`src/rtl/turn_controller.sv`:
```
// Tic-tac-toe turn controller: validates move requests against a 9-cell board,
// issues a one-cycle write strobe to the cell-enable decoder, then checks the
// mover's lines for a win or a full-board draw before handing over the turn.
module turn_controller #(
  parameter bit FIRST_PLAYER = 1'b0  // 0 = X moves first, 1 = O moves first
) (
  input  logic       clk,
  input  logic       rst_n,
  input  logic       new_game,
  input  logic       move_valid,
  input  logic [3:0] move_pos,
  output logic [3:0] sel,
  output logic       wr_en,
  output logic       wr_mark,
  output logic       turn,
  output logic       move_ack,
  output logic       move_err,
  output logic       game_over,
  output logic [1:0] winner
);

  typedef enum logic [1:0] {StIdle, StWrite, StCheck, StDone} state_e;

  state_e     state_q, state_d;
  logic [8:0] occupied_q, occupied_d;
  logic [8:0] owner_q, owner_d;
  logic [3:0] sel_q, sel_d;
  logic       wr_en_q, wr_en_d;
  logic       wr_mark_q, wr_mark_d;
  logic       turn_q, turn_d;
  logic       move_ack_q, move_ack_d;
  logic       move_err_q, move_err_d;
  logic       game_over_q, game_over_d;
  logic [1:0] winner_q, winner_d;

  logic [8:0] req_bit;
  logic [8:0] sel_bit;
  logic [8:0] mine;
  logic       req_ok;
  logic       line_done;

  // True when any row, column or diagonal of m is fully set.
  function automatic logic any_line(input logic [8:0] m);
    any_line = (m[0] & m[1] & m[2]) | (m[3] & m[4] & m[5]) | (m[6] & m[7] & m[8]) |
               (m[0] & m[3] & m[6]) | (m[1] & m[4] & m[7]) | (m[2] & m[5] & m[8]) |
               (m[0] & m[4] & m[8]) | (m[2] & m[4] & m[6]);
  endfunction

  // Request decode and line evaluation for the player in turn.
  always_comb begin
    req_bit   = 9'd1 << move_pos;  // shifts out to zero for positions above 8
    sel_bit   = 9'd1 << sel_q;
    req_ok    = (move_pos <= 4'd8) && ((occupied_q & req_bit) == 9'd0);
    mine      = occupied_q & (turn_q ? owner_q : ~owner_q);
    line_done = any_line(mine);
  end

  // Next-state and registered-output values; new_game overrides everything.
  always_comb begin
    state_d     = state_q;
    occupied_d  = occupied_q;
    owner_d     = owner_q;
    sel_d       = sel_q;
    wr_en_d     = 1'b0;
    wr_mark_d   = wr_mark_q;
    turn_d      = turn_q;
    move_ack_d  = 1'b0;
    move_err_d  = 1'b0;
    game_over_d = game_over_q;
    winner_d    = winner_q;

    if (new_game) begin
      state_d     = StIdle;
      occupied_d  = 9'd0;
      owner_d     = 9'd0;
      turn_d      = FIRST_PLAYER;
      game_over_d = 1'b0;
      winner_d    = 2'b00;
    end else begin
      unique case (state_q)
        StIdle: begin
          if (move_valid) begin
            if (req_ok) begin
              sel_d      = move_pos;
              wr_en_d    = 1'b1;
              move_ack_d = 1'b1;
              wr_mark_d  = turn_q;
              state_d    = StWrite;
            end else begin
              move_err_d = 1'b1;
            end
          end
        end
        StWrite: begin
          occupied_d = occupied_q | sel_bit;
          owner_d    = turn_q ? (owner_q | sel_bit) : (owner_q & ~sel_bit);
          state_d    = StCheck;
        end
        StCheck: begin
          if (line_done) begin
            winner_d    = turn_q ? 2'b10 : 2'b01;
            game_over_d = 1'b1;
            state_d     = StDone;
          end else if (&occupied_q) begin
            winner_d    = 2'b11;
            game_over_d = 1'b1;
            state_d     = StDone;
          end else begin
            turn_d  = ~turn_q;
            state_d = StIdle;
          end
        end
        StDone: begin
          if (move_valid) move_err_d = 1'b1;
        end
        default: state_d = StIdle;
      endcase
    end
  end

  // State and output registers with asynchronous clear.
  always_ff @(posedge clk or negedge rst_n) begin
    if (!rst_n) begin
      state_q     <= StIdle;
      occupied_q  <= 9'd0;
      owner_q     <= 9'd0;
      sel_q       <= 4'd0;
      wr_en_q     <= 1'b0;
      wr_mark_q   <= 1'b0;
      turn_q      <= FIRST_PLAYER;
      move_ack_q  <= 1'b0;
      move_err_q  <= 1'b0;
      game_over_q <= 1'b0;
      winner_q    <= 2'b00;
    end else begin
      state_q     <= state_d;
      occupied_q  <= occupied_d;
      owner_q     <= owner_d;
      sel_q       <= sel_d;
      wr_en_q     <= wr_en_d;
      wr_mark_q   <= wr_mark_d;
      turn_q      <= turn_d;
      move_ack_q  <= move_ack_d;
      move_err_q  <= move_err_d;
      game_over_q <= game_over_d;
      winner_q    <= winner_d;
    end
  end

  assign sel       = sel_q;
  assign wr_en     = wr_en_q;
  assign wr_mark   = wr_mark_q;
  assign turn      = turn_q;
  assign move_ack  = move_ack_q;
  assign move_err  = move_err_q;
  assign game_over = game_over_q;
  assign winner    = winner_q;

endmodule

```
`config.mk`:
```
export PLATFORM = sky130hd
export DESIGN_NAME = turn_controller
export DESIGN_NICKNAME = d
export VERILOG_FILES = /design/src/rtl/turn_controller.sv
export SDC_FILE = /design/constraint.sdc
export NUM_CORES = 1
export LEC_CHECK = 0
export ABC_AREA = 1
export CAP_MARGIN = 10
export CORE_AREA = 2 2 62 123
export CTS_CLUSTER_SIZE = 28
export DETAILED_ROUTE_END_ITERATION = 12
export DIE_AREA = 0 0 64 125
export HOLD_SLACK_MARGIN = 0.02
export PLACE_DENSITY = 0.54
export REMOVE_ABC_BUFFERS = 1
export SETUP_SLACK_MARGIN = 0.02
export SLEW_MARGIN = 0
export SYNTH_ARGS = -nofsm -noshare
export SYNTH_HDL_FRONTEND = slang
export SYNTH_SLANG_ARGS = --single-unit
```
`constraint.sdc`:
```
create_clock -name clk -period 4.8 [get_ports clk]
set_input_delay 0.96 -clock clk [delete_from_list [all_inputs] [get_ports clk]]
set_output_delay 0.96 -clock clk [all_outputs]
set_load 0.03 [all_outputs]
```
After elaboration in Yosys (flattened, before gate mapping)
Index checks and enable logic that the tools add are counted.

operators by class
  equality and inequality tests = 7
  reductions and logical operators = 12
  mux-type cells = 34
  bitwise gates (word level) = 32
  shift operators = 2
  magnitude comparators = 1

operator list
  kind                 count
  $mux 9               6
  $and 9x9->9          3
  $mux 2               10
  $not 9->9            2
  $or 9x9->9           2
  $shl 1x4->9 const A  2
  $and 1x1->1          16
  $mux 1               16
  $logic_not 9->1      1
  $reduce_and 9->1     1
  $or 1x1->1           7
  $ne 3x3->1 const B   2
  $pmux 2 s3           1
  $reduce_and 3->1     2
  $eq 2x2->1 const B   2
  $le 4x4->1 const B   1
  $ne 2x2->1 const B   2
  $reduce_and 4->1     1
  $reduce_bool 2->1    2
  $reduce_bool 4->1    1
  $reduce_bool 3->1    1
  $eq 2x1->1 const B   1
  $logic_not 2->1      1
  $not 1->1            2
  3 further kinds      3

storage, ports and cells
  register bits after elaboration = 31
  word-level logic and storage cells = 98

Longest topological paths before layout
  depth after elaboration = 15
  depth in mapped cells = 14
  depth with buffers taken out = 14

Worst setup path before layout
Ideal clock, no wire load.

  path type = input to register
  start point = input move_pos[1]
  end point = register wr_mark_q (netlist: wr_mark)
  buffers on the path = 1
  stages on the path = 13
  required time = 4724 ps
  path slack = 2864 ps
  arrival = 1859 ps
  cells stage by stage = inv_1 > nand2_1 > nor2_1 > nor2_1 > nand2_1 > nand2_1 > nand2_1 > nand2_1 > nand2_2 > nor3_4 > buf_6 > nand2_1 > o21ai_1

on the way
  cells in the longest elaborated chain, start to end = 5

ends and longest elaborated chain
  item                          line  text
  start, declared               11    input logic [3:0] move_pos,
  $shl 1x4->9                   51    req_bit = 9'd1 << move_pos;
  $and 9x9->9                   53    req_ok = (move_pos <= 4'd8) && ((occupied_q & req_bit) == 9'd0);
  $logic_not 9->1               53
  $logic_and 1x1->1 *           53
  $reduce_and 4->1 (no line) *  n/a
  end signal, assigned          141   wr_mark_q <= wr_mark_d;
  end, declared                 29    logic wr_mark_q, wr_mark_d;

Mark *: on every way between the ends. The rest lies on a longest branch, timed or not.
A chain may end at the register's enable or synchronous reset.

Worst setup path after layout
  start point = input move_pos[1]
  end point = register sel_q[0] (netlist: sel[0])

on the way
  cells in the longest elaborated chain, start to end = 5

ends and longest elaborated chain
  item                          line  text
  $shl 1x4->9                   51
  $and 9x9->9                   53
  $logic_not 9->1               53
  $logic_and 1x1->1 *           53
  $reduce_and 4->1 (no line) *  n/a
  end signal, assigned          139   sel_q <= sel_d;
  end, declared                 27    logic [3:0] sel_q, sel_d;

Marks and branches as above.

==> key figures <==
Outcome
  – Status: finished, final reports clean

Critical path
  – Largest fanout of any net on the critical path: 11
  – Path depth of the worst reg2reg path: 14
  – Data required time at the worst endpoint: 4.94 ns
  – Type of the setup path with the least slack: input pin to register
  – Reg-to-reg setup timing slack: 2.82 ns
  – Worst reg2reg endpoint: state_q[1]
  – CP endpoint kind: register
  – Beginning of the worst register-to-register path: turn
  – Start point of the critical path: move_pos[1]
  – Startpoint type of the worst setup path: input pin
  – Critical path data arrival time: around 2.7 ns

Logic synthesis
  – Sequential fraction of the synthesis area: 0.415
  – Flops & latches, synth: 31
  – Yosys warning count: 0
  – Number of standard cells after synthesis: 264
  – Dominant combinational cell family by area after synthesis: simple AND/OR/NAND/NOR gates
  – Mux cell area share after synthesis: 0
  – Total standard cell area after synthesis: about 1900 um2
  – Fraction of the mapped netlist area in simple logic gates: 0.324
  – Post-synthesis share of cell area spent on xor and xnor gates: 0
  – Unique masters post-synth: 25
  – Adder-cell share of the synthesized area: 0.0268
  – Mean cell area of the mapped netlist: 7.08 um2
  – Compound-Gate Fraction of Synth Area: 0.117

Final layout
  – Register area: 776 um2
  – Count of fill cells added during filler insertion: 765
  – Area of the multi-input gates: 875 um2
  – Net count, final: 296
  – Share of final-layout standard cells stronger than drive strength 1: 0.0982
  – P&R area growth vs syn: 21.8%
  – Number of diodes added for antenna fixing: 0

Global routing
  – Maximum number of pins on one net before global-route repair: 32
  – Vias in the first global route: about 1700
  – Antenna violations before repair: 0
  – First-pass GRT wire length: 7620 um
  – Total gr overflow: 0
  – Overall routing resource usage: 0.117

Placed design
  – Placed wire-length estimate after detailed placement: between 3000 and 4000 um
  – IO buf count: 19
  – Final GP Congestion: 0.810

Floorplan
  – Number of placement rows: 44
  – X dimension of the die: 64 um
  – Number of top-level pins: 20
  – Core area: 7100 um2
  – Die Height: 125 um
  – Initial Utilization: 0.263
  – Die outline area: 8000 um2

Power and ir drop
  – Net switching power: 0.000395 W
  – Internal Dissipation: about 0.00062 W
  – PD cells: 447 nW/um2
  – Max VDD drop: 0.256 mV
  – Share of total power in the clock network: 0.296
  – Leakage: approximately 1.1 nW
  – Switch share: 0.388
  – Proportion of power drawn by flip-flops and latches: 0.354
  – Post-layout total power: between 0.001 and 0.0015 W
  – Power share of the combinational group: 0.350

Timing
  – Final setup violation count: 0
  – Final hold viol count: 0
  – Post-Route Skew: 0.00349 ns
  – Unrepaired setup endpoints after global routing: false
  – Count of pins over their slew limit: 0
  – Period Utilization, post-route: 0.540
  – Setup TNS after final layout: 0 ns
  – Worst-margin pin slew: 0.569 ns
  – Relative slew slack: 0.620
  – Peak clock frequency supported by timing: a little under 0.4 GHz
  – Post-layout minimum cycle time: between 2 and 3 ns

Routing
  – Detailed Route Iter0 Violations: about 150
  – Wire per inst: 11.2 um
  – Per-cell via count in the routed design: 4.34
  – First-pass iteration count of the detailed router: 4
  – Vias after detailed routing: 1636
  – DRT antenna net count: 0
  – Number of remaining DRC errors: 0
  – Detailed-route wire length: 4210 um

Worst hold path
  – Worst hold-check path type: register to register
  – Worst min-delay path startpoint: winner[1]
  – Worst hold path cell count: 2
  – Hold Crit Endpoint: winner[1]

Clock tree
  – Number of setup buffers added after CTS: 0
  – Number of H-tree levels: 2
  – Library cell used as clock root buffer: clkbuf_16
  – Clock Sinks: 31
  – Hold bufs inserted after CTS: 0
  – TritonCTS clock tree: built
  – Num CTS Buffers: 5
  – Maximum root-to-sink buffer count: 2
  – Clock Latency Late Sink: 0.27 ns
  – Count of instances resized after the clock tree is built: 0
  – Clock input transition at the sequential cells of the worst setup and hold paths: around 0.050 ns

Run
  – Number of max-cap violations: 0
-- through the flow --
step / util / cells / hold slack (ns) / setup WS, ns / area, um2
after global routing: 0.320 / 377 / 0.571 / 1.93 / 2280
after floorplan: - / 257 / 0.499 / 2.82 / 1820
after global placement: 0.301 / 369 / 0.491 / 1.95 / 2140
after CTS: 0.320 / 377 / 0.517 / 2.16 / 2280
final: 0.320 / 377 / 0.513 / 2.21 / 2280
after detailed placement: 0.301 / 369 / 0.503 / 1.91 / 2140
-- layout by cell type (no fill, tap or decap), drive strengths merged --
cell and count:
nand3 18, nor2 39, clkbuf 5, nor4 1, o21ai 17, dfrtp 31, inv 46, clkinv 3
clkdlybuf4s50 19, buf 1, ha 4, a21oi 23, nor3 3, nand2 71, o21bai 1, nand4 2
o21a 1
-- how the worst max path moves through the flow --
stage | end | slack (ns) | depth (start not counted)
4_1_cts | sel[0] | 2.16 | 12
3_5_place_dp | sel[0] | 1.91 | 12
5_1_grt | wr_mark | 1.93 | 13
3_3_place_gp | sel[0] | 1.95 | 12
2_1_floorplan | sel[0] | 2.82 | 11
6_report | sel[0] | 2.21 | 12
-- power groups by stage --
stage	Clock (W)	Sequential [W]	Combinational, W
floorplan	0	0.000403	0.000196
global placement	0	0.000364	0.000354
detailed placement	0	0.000365	0.000356
CTS	0.000310	0.000361	0.000360
global route	0.000321	0.000370	0.000407
finish	0.000302	0.000360	0.000356
-- cells by family after synthesis --
| family | after synthesis |
|---|---|
| AOI/OAI and AO/OA | 42 |
| adders and majority gates | 4 |
| buffers and inverters | 53 |
| DFF | 31 |
| and+or+nand+nor | 134 |
-- synth_stat cells --
| cell type | count | area (um2) |
|---|---|---|
| clkbuf_1 | 3 | 11.3 |
| a21oi_1 | 22 | 110 |
| o21bai_1 | 1 | 7.51 |
| nor2_4 | 3 | 33.8 |
| inv_2 | 2 | 7.51 |
| dfrtp_1 | 31 | 776 |
| buf_2 | 1 | 5.00 |
| o21ai_0 | 13 | 65.1 |
| o21a_1 | 1 | 7.51 |
| o21ai_1 | 4 | 20.0 |
| nand3_1 | 16 | 80.1 |
| buf_6 | 2 | 22.5 |
| nor3_4 | 1 | 16.3 |
| buf_4 | 1 | 7.51 |
| nor4_1 | 1 | 6.26 |
| ha_1 | 4 | 50.1 |
| nand3_2 | 2 | 20.0 |
| nor2_2 | 6 | 37.5 |
| nor2_1 | 30 | 113 |
| nand2_2 | 4 | 25.0 |
| nand2_1 | 67 | 251 |
| a21oi_2 | 1 | 8.76 |
| nand4_1 | 2 | 12.5 |
| nor3_1 | 2 | 10.0 |
| inv_1 | 44 | 165 |
-- critical path: stages --
cell and delay [ns]:
clkdlybuf4s50_1 0.59, inv_1 0.12, nand2_1 0.11, nor2_1 0.04
nor2_1 0.09, nand2_1 0.06, nand2_1 0.06, nand2_1 0.05
nand2_1 0.10, nand2_2 0.08, nor3_4 0.33, o21ai_0 0.13
-- flip-flops by register name, indices dropped and copies added, names as in the netlist --
signal / flops
owner_q: 9
sel: 4
state_q: 2
turn: 1
move_ack: 1
winner: 2
occupied_q: 9
game_over: 1
move_err: 1
wr_mark: 1
-- area by class of cell --
cell class | count | area share
Clock inverter | 3 | 0.00660
Clock buffer | 5 | 0.0550
Sequential cell | 31 | 0.341
Inverter | 46 | 0.0759
Timing Repair Buffer | 20 | 0.0869
Multi-Input combinational cell | 180 | 0.384
Tap cell | 92 | 0.0506
-- metal layers --
| layer | up-vias | routed length [um] | global-route usage |
|---|---|---|---|
| li1 | 859 | - | - |
| met1 | 743 | 2060 | 0.161 |
| met2 | 29 | 1980 | 0.186 |
| met3 | 5 | 127 | 0.0225 |
| met4 | 0 | 37 | 0.0345 |
| met5 | - | 0 | 0 |
No activity file was read; power rests on OpenSTA's default activity.
